## src/rtl/muldiv_unit.sv

```systemverilog
// Iterative RV32M/RV64M multiply/divide unit: shift-add multiply and restoring divide,
// one bit per cycle, with single-cycle fast paths for divide-by-zero and signed overflow.
module muldiv_unit #(
    parameter int XLEN  = 32,
    parameter int CNT_W = 6
) (
    input  logic            clk,
    input  logic            reset,
    input  logic            start,
    input  logic [2:0]      op,
    input  logic [XLEN-1:0] a,
    input  logic [XLEN-1:0] b,
    input  logic            flush,
    output logic            busy,
    output logic            done,
    output logic [XLEN-1:0] result
);

    localparam logic [2:0] OP_MUL    = 3'd0;
    localparam logic [2:0] OP_MULH   = 3'd1;
    localparam logic [2:0] OP_MULHSU = 3'd2;
    localparam logic [2:0] OP_MULHU  = 3'd3;
    localparam logic [2:0] OP_DIV    = 3'd4;
    localparam logic [2:0] OP_DIVU   = 3'd5;
    localparam logic [2:0] OP_REM    = 3'd6;
    localparam logic [2:0] OP_REMU   = 3'd7;

    localparam logic [XLEN-1:0] MOST_NEG = {1'b1, {(XLEN-1){1'b0}}};

    typedef enum logic [1:0] {IDLE, CALC, DONE} state_t;

    state_t              state, state_nxt;
    logic [CNT_W-1:0]    cnt;
    logic [2:0]          op_q;
    logic                neg_a_q, neg_b_q;
    logic [XLEN-1:0]     opb_q;
    logic [2*XLEN-1:0]   acc;

    function automatic logic [XLEN-1:0] cond_neg(input logic [XLEN-1:0] v, input logic s);
        return s ? -v : v;
    endfunction

    function automatic logic [2*XLEN-1:0] cond_neg2(input logic [2*XLEN-1:0] v, input logic s);
        return s ? -v : v;
    endfunction

    logic            accept, fast_zero, fast_ovf, fast;
    logic            neg_a_in, neg_b_in;
    logic [XLEN-1:0] mag_a, mag_b, fast_res;

    assign accept    = (state != CALC) && start && !flush;
    assign fast_zero = op[2] && (b == '0);
    assign fast_ovf  = op[2] && !op[0] && (a == MOST_NEG) && (b == '1);
    assign fast      = fast_zero || fast_ovf;
    assign fast_res  = fast_zero ? (op[1] ? a : '1) : (op[1] ? '0 : a);

    // Which operands are treated as two's-complement depends on the op.
    always_comb begin
        neg_a_in = 1'b0;
        neg_b_in = 1'b0;
        case (op)
            OP_MUL, OP_MULH, OP_DIV, OP_REM: begin
                neg_a_in = a[XLEN-1];
                neg_b_in = b[XLEN-1];
            end
            OP_MULHSU: neg_a_in = a[XLEN-1];
            default: ;
        endcase
    end

    assign mag_a = cond_neg(a, neg_a_in);
    assign mag_b = cond_neg(b, neg_b_in);

    // acc holds {partial product, multiplier} for multiply, {remainder, dividend/quotient} for divide.
    logic [XLEN:0]     mul_sum, div_shift, div_diff;
    logic              q_bit;
    logic [2*XLEN-1:0] mul_nxt, div_nxt, acc_nxt, prod;
    logic [XLEN-1:0]   quo, rem, calc_res;

    assign mul_sum   = {1'b0, acc[2*XLEN-1:XLEN]} + (acc[0] ? {1'b0, opb_q} : '0);
    assign mul_nxt   = {mul_sum, acc[XLEN-1:1]};
    assign div_shift = acc[2*XLEN-1:XLEN-1];
    assign div_diff  = div_shift - {1'b0, opb_q};
    assign q_bit     = !div_diff[XLEN];
    assign div_nxt   = {(q_bit ? div_diff[XLEN-1:0] : div_shift[XLEN-1:0]), acc[XLEN-2:0], q_bit};
    assign acc_nxt   = op_q[2] ? div_nxt : mul_nxt;

    assign prod = cond_neg2(acc_nxt, neg_a_q ^ neg_b_q);
    assign quo  = cond_neg(acc_nxt[XLEN-1:0], neg_a_q ^ neg_b_q);
    assign rem  = cond_neg(acc_nxt[2*XLEN-1:XLEN], neg_a_q);

    always_comb begin
        calc_res = '0;
        case (op_q)
            OP_MUL:                       calc_res = prod[XLEN-1:0];
            OP_MULH, OP_MULHSU, OP_MULHU: calc_res = prod[2*XLEN-1:XLEN];
            OP_DIV, OP_DIVU:              calc_res = quo;
            OP_REM, OP_REMU:              calc_res = rem;
            default: ;
        endcase
    end

    always_ff @(posedge clk or posedge reset) begin
        if (reset) state <= IDLE;
        else       state <= state_nxt;
    end

    always_comb begin
        state_nxt = state;
        if (flush) begin
            state_nxt = IDLE;
        end else begin
            case (state)
                IDLE, DONE: state_nxt = start ? (fast ? DONE : CALC) : IDLE;
                CALC:       state_nxt = (cnt == '0) ? DONE : CALC;
                default:    state_nxt = IDLE;
            endcase
        end
    end

    always_ff @(posedge clk or posedge reset) begin
        if (reset) begin
            cnt     <= '0;
            op_q    <= '0;
            neg_a_q <= 1'b0;
            neg_b_q <= 1'b0;
            opb_q   <= '0;
            acc     <= '0;
            result  <= '0;
        end else if (accept) begin
            cnt     <= CNT_W'(XLEN - 1);
            op_q    <= op;
            neg_a_q <= neg_a_in;
            neg_b_q <= neg_b_in;
            opb_q   <= mag_b;
            acc     <= {{XLEN{1'b0}}, mag_a};
            if (fast) result <= fast_res;
        end else if (state == CALC && !flush) begin
            acc <= acc_nxt;
            if (cnt == '0) result <= calc_res;
            else           cnt    <= cnt - 1'b1;
        end
    end

    assign busy = (state == CALC);
    assign done = (state == DONE);

endmodule

```

## config.mk

```make
export PLATFORM = sky130hd
export DESIGN_NAME = muldiv_unit
export DESIGN_NICKNAME = d
export VERILOG_FILES = /design/src/rtl/muldiv_unit.sv
export SDC_FILE = /design/constraint.sdc
export NUM_CORES = 1
export LEC_CHECK = 0
export ABC_CLOCK_PERIOD_IN_PS = 4750
export BUFFER_PORTS_ARGS = -buffer_cell sky130_fd_sc_hd__buf_2
export CAP_MARGIN = 10
export CORE_UTILIZATION = 57
export DETAILED_ROUTE_END_ITERATION = 10
export PLACE_DENSITY = 0.79
export REMOVE_ABC_BUFFERS = 1
export SYNTH_ARGS = -nofsm -noshare
export SYNTH_HDL_FRONTEND = slang
export SYNTH_SLANG_ARGS = --single-unit
```

## constraint.sdc

```tcl
create_clock -name clk -period 4.75 [get_ports clk]
set_input_delay 1.1875 -clock clk [delete_from_list [all_inputs] [get_ports clk]]
set_output_delay 1.1875 -clock clk [all_outputs]
set_load 0.005 [all_outputs]
```

==> results.sh <==
export IMPL_clk_pin_slew_ns=0.07
export IMPL_antenna_found_initial=2
export IMPL_worst_pin_slew_ns=0.9958
export IMPL_grtUsageMet2_pct=67.66
export IMPL_path_class="reg -> reg"
export IMPL_pwr_share_seq_pct=14.7
export IMPL_skew_ns=0.01163
export IMPL_place_hpwl_mm=46.05
export IMPL_clk_path_buf_depth=2
export IMPL_cp_required_ns=5.09
export IMPL_drc=0
export IMPL_initial_core_util_pct=58.10
export IMPL_die_h_microns=167.7
export IMPL_wl_mm=60.47
export IMPL_worst_slack_ns=-0.01260
export IMPL_use_met1_pct=56.09
export IMPL_viasPerCell=6.753
export IMPL_grtUsageMet3_pct=8.438
export IMPL_internal_power_mw=6.165
export IMPL_drt_iter0_markers=2150
export IMPL_grt_pass1_vias=16912
export IMPL_overflow=0
export IMPL_port_buffers=104
export IMPL_layout_drive_gt1_share_pct=19.46
export IMPL_syn_area_sq_mm=0.01566
export IMPL_vias=17956
export IMPL_slowest_stage="a2111o_2"
export IMPL_synth_edff_count=0
export IMPL_area_growth_pct=19.73
export IMPL_p_comb_share_pct=74.7
export IMPL_wl_per_cell_microns=22.74
export IMPL_die_area_sq_mm=0.02814
export IMPL_track_usage_pct=42.35
export IMPL_fmax_mhz=210.0
export IMPL_pwr_share_clk_pct=10.6
export IMPL_powerDensity_mw_per_mm2=694.2
export IMPL_slew_violations=0
export IMPL_grt_max_degree=92
export IMPL_layout_min_cycle_time_ns=4.763
export IMPL_cp_max_fo=7
export IMPL_switching_power_mw=6.849
export IMPL_row_count=60
export IMPL_hold_class="reg -> reg"
export IMPL_power_mw=13.01
export IMPL_end_kind="register"
export IMPL_total_leakage_power_nw=8.169
export IMPL_hold_violations=0
export IMPL_synthCells=2090
export IMPL_syn_avg_cell_area_sq_um=7.492
export IMPL_ant_nets=0
export IMPL_ys_seq_area_share_pct=22.53
export IMPL_cp_start_kind="register"
export IMPL_cts_max_level=4
export IMPL_synth_cell_type_count=91
export IMPL_rsz0062_at_grt="yes"
export IMPL_slowest_delay_ns=0.57
export IMPL_slew_limit_headroom_pct=33.37
export IMPL_cts_made_buffers=17
export IMPL_hold_depth=2
export IMPL_clock_sinks=141
export IMPL_cts_tree="built"
export IMPL_crit_top_cell="buf_4"
export IMPL_clock_root_buffer="clkbuf_16"
export IMPL_reg2reg_depth=19
export IMPL_sw_frac_of_total_pct=52.63
export IMPL_cp_cell_sequence="inv_1, ha_1, fa_1, nand2b_4, a21oi_2, o21ai_2, a2111oi_4, buf_4, nor3_4, buf_4, nor2_4, buf_4, o221ai_1, a2111o_2, or2_4, o31ai_1, xor2_1, o221ai_1, o221a_2"
export IMPL_finalCritPeriodShare_pct=100.3
export IMPL_holdWs_ns=0.5325
export IMPL_io_pins=105
export IMPL_cp_data_arrival_time_ns=5.10
export IMPL_cts_hold_buffers_added=0
export IMPL_layout_nets=2447
export IMPL_gp_congestion=1.021
export IMPL_synth_ff_latch_count=141
export IMPL_violations="negative setup slack"
export IMPL_busiest_layer="met2"
export IMPL_maxCapViolCount=0
export IMPL_synth_top_flop_cell="dfrtp_1"
export IMPL_setup_violations_final=2
export IMPL_drt_pass1_iter_count=6
export IMPL_worstSkewPairLatency_ns=0.46
export IMPL_die_w_microns=167.7
export IMPL_status="finished, violations left"
export IMPL_ir_drop_mv=0.5462
export IMPL_yosysWarnings=0
export IMPL_core_sq_mm=0.02695
export IMPL_grt_pass1_wl_mm=93.12
export IMPL_async_reset_ff_share_pct=100.0
==> layer usage <==
metal  wire, microns  part of all wire, %  vias up
li1                -                    -     8125
met4            2388                  3.9        2
met2           27140                   45     1076
met1           24850                   41     8552
met3            6075                   10      201
met5              18                0.030        -
==> repair_timing <==
action | 4_1_cts | 5_1_grt
pin swaps | 1 | 40
endpoints found under the setup margin | 5 | 24
buffers inserted | 2 | 6
gates resized for setup | 2 | 79
gates cloned | 0 | 1
==> worst paths after layout <==
| check | start | end | slack, ns |
|---|---|---|---|
| worst max-delay path | acc[31] | result[12] | -0.01 |
| worst min-delay path | opb_q[22] | opb_q[22] | 0.53 |
| worst max register to register | acc[31] | result[12] | -0.01 |
| worst min register to register | opb_q[22] | opb_q[22] | 0.53 |
| max in group asynchronous | reset | result[29] | 3.09 |
| min in group asynchronous | reset | opb_q[2] | 0.79 |
==> flip-flops by register name, indices dropped and copies added (netlist names) <==
| signal | count |
|---|---|
| acc | 64 |
| cnt | 6 |
| neg_a_q | 1 |
| neg_b_q | 1 |
| op_q | 3 |
| opb_q | 32 |
| result | 32 |
| state | 2 |
==> cell usage after synthesis (23+ instances only) <==
cell type	number	area, sq um
and2_1	43	269.0
o21ai_0	212	1061
inv_1	69	259.0
nand4_1	30	187.7
xnor2_1	88	770.7
a22o_1	23	201.4
maj3_1	27	270.3
dfrtp_1	141	3528
xor2_1	87	762.0
o31ai_1	24	180.2
a31oi_1	38	237.7
a21o_1	28	210.2
clkbuf_1	81	304.0
a21oi_1	151	755.7
nand2_1	249	934.7
mux2i_1	45	450.4
o211ai_1	47	352.8
nor3_1	43	215.2
ha_1	70	875.8
nand3_1	38	190.2
nor2_1	164	615.6
or3_1	26	162.7
==> layout by cell type (no fill, tap or decap), types with 20 or more instances in the layout <==
master / n
nand4_1: 30
o211ai_1: 47
nor2_1: 159
o31ai_1: 22
nand2b_1: 20
xnor2_1: 85
nand2_1: 248
nand3_1: 35
ha_1: 66
mux2i_1: 45
a21o_1: 28
o21ai_0: 204
buf_4: 202
buf_2: 104
a22o_1: 23
maj3_1: 27
nor3_1: 42
dfrtp_1: 140
and3_1: 21
xor2_1: 86
a21oi_1: 148
or3_1: 26
and2_1: 42
inv_1: 68
a31oi_1: 36
==> per-stage QoR <==
| stage | TNS (ns) | setup WS (ns) | area (sq um) | utilization [%] | instances |
|---|---|---|---|---|---|
| global route | -2.628 | -0.2446 | 18740 | 69.55 | 2658 |
| floorplan | -110.45 | -2.600 | 15150 | - | 1970 |
| detailed placement | -0.5846 | -0.08671 | 17730 | 65.79 | 2617 |
| finish | -0.02520 | -0.01260 | 18750 | 69.56 | 2659 |
| CTS | 0 | 0.00005684 | 18330 | 68.02 | 2651 |
| global placement | -0.3286 | -0.08618 | 17730 | 65.79 | 2617 |
==> area by class of cell <==
type	instances	area [sq um]
diodes	1	2.502
clock buffers	18	439.2
clock inverters	14	132.6
fillers	2316	8204
inverters	69	264.0
multi-input cells	1761	11780
flip-flops and latches	141	3532
well taps	341	426.7
repair buffers	314	2171
==> power by group through the flow <==
| stage | registers (mW) | clock network [mW] | logic [mW] |
|---|---|---|---|
| finish | 1.92 | 1.38 | 9.72 |
| global route | 1.94 | 1.41 | 10.4 |
| CTS | 1.90 | 1.37 | 8.95 |
| detailed placement | 1.92 | 0 | 8.86 |
| global placement | 1.91 | 0 | 8.74 |
| floorplan | 1.84 | 0 | 5.59 |
==> cells by family (layout without fill, tap and decap cells) <==
| logic type | after synthesis | in the layout | share of synthesized area, % |
|---|---|---|---|
| adder cells (fa/ha/maj) | 99 | 99 | 7.576 |
| other | 0 | 1 | 0 |
| buffers and inverters | 189 | 415 | 4.875 |
| XOR/XNOR | 175 | 175 | 9.789 |
| multiplexers | 49 | 49 | 3.164 |
| AND/OR/NAND/NOR | 728 | 729 | 22.40 |
| AO/OA/AOI/OAI | 709 | 709 | 29.66 |
| flip-flops | 141 | 141 | 22.53 |
==> critical path: cells and delay by family, from the launching register on <==
family,cells,cell delay (ns)
AO/OA/AOI/OAI,8,2.07
XOR/XNOR,1,0.19
adder cells (fa/ha/maj),2,0.61
buffers and inverters,4,0.62
flip-flops,1,0.36
AND/OR/NAND/NOR,4,0.79
Power figures use the tool's default switching activity.
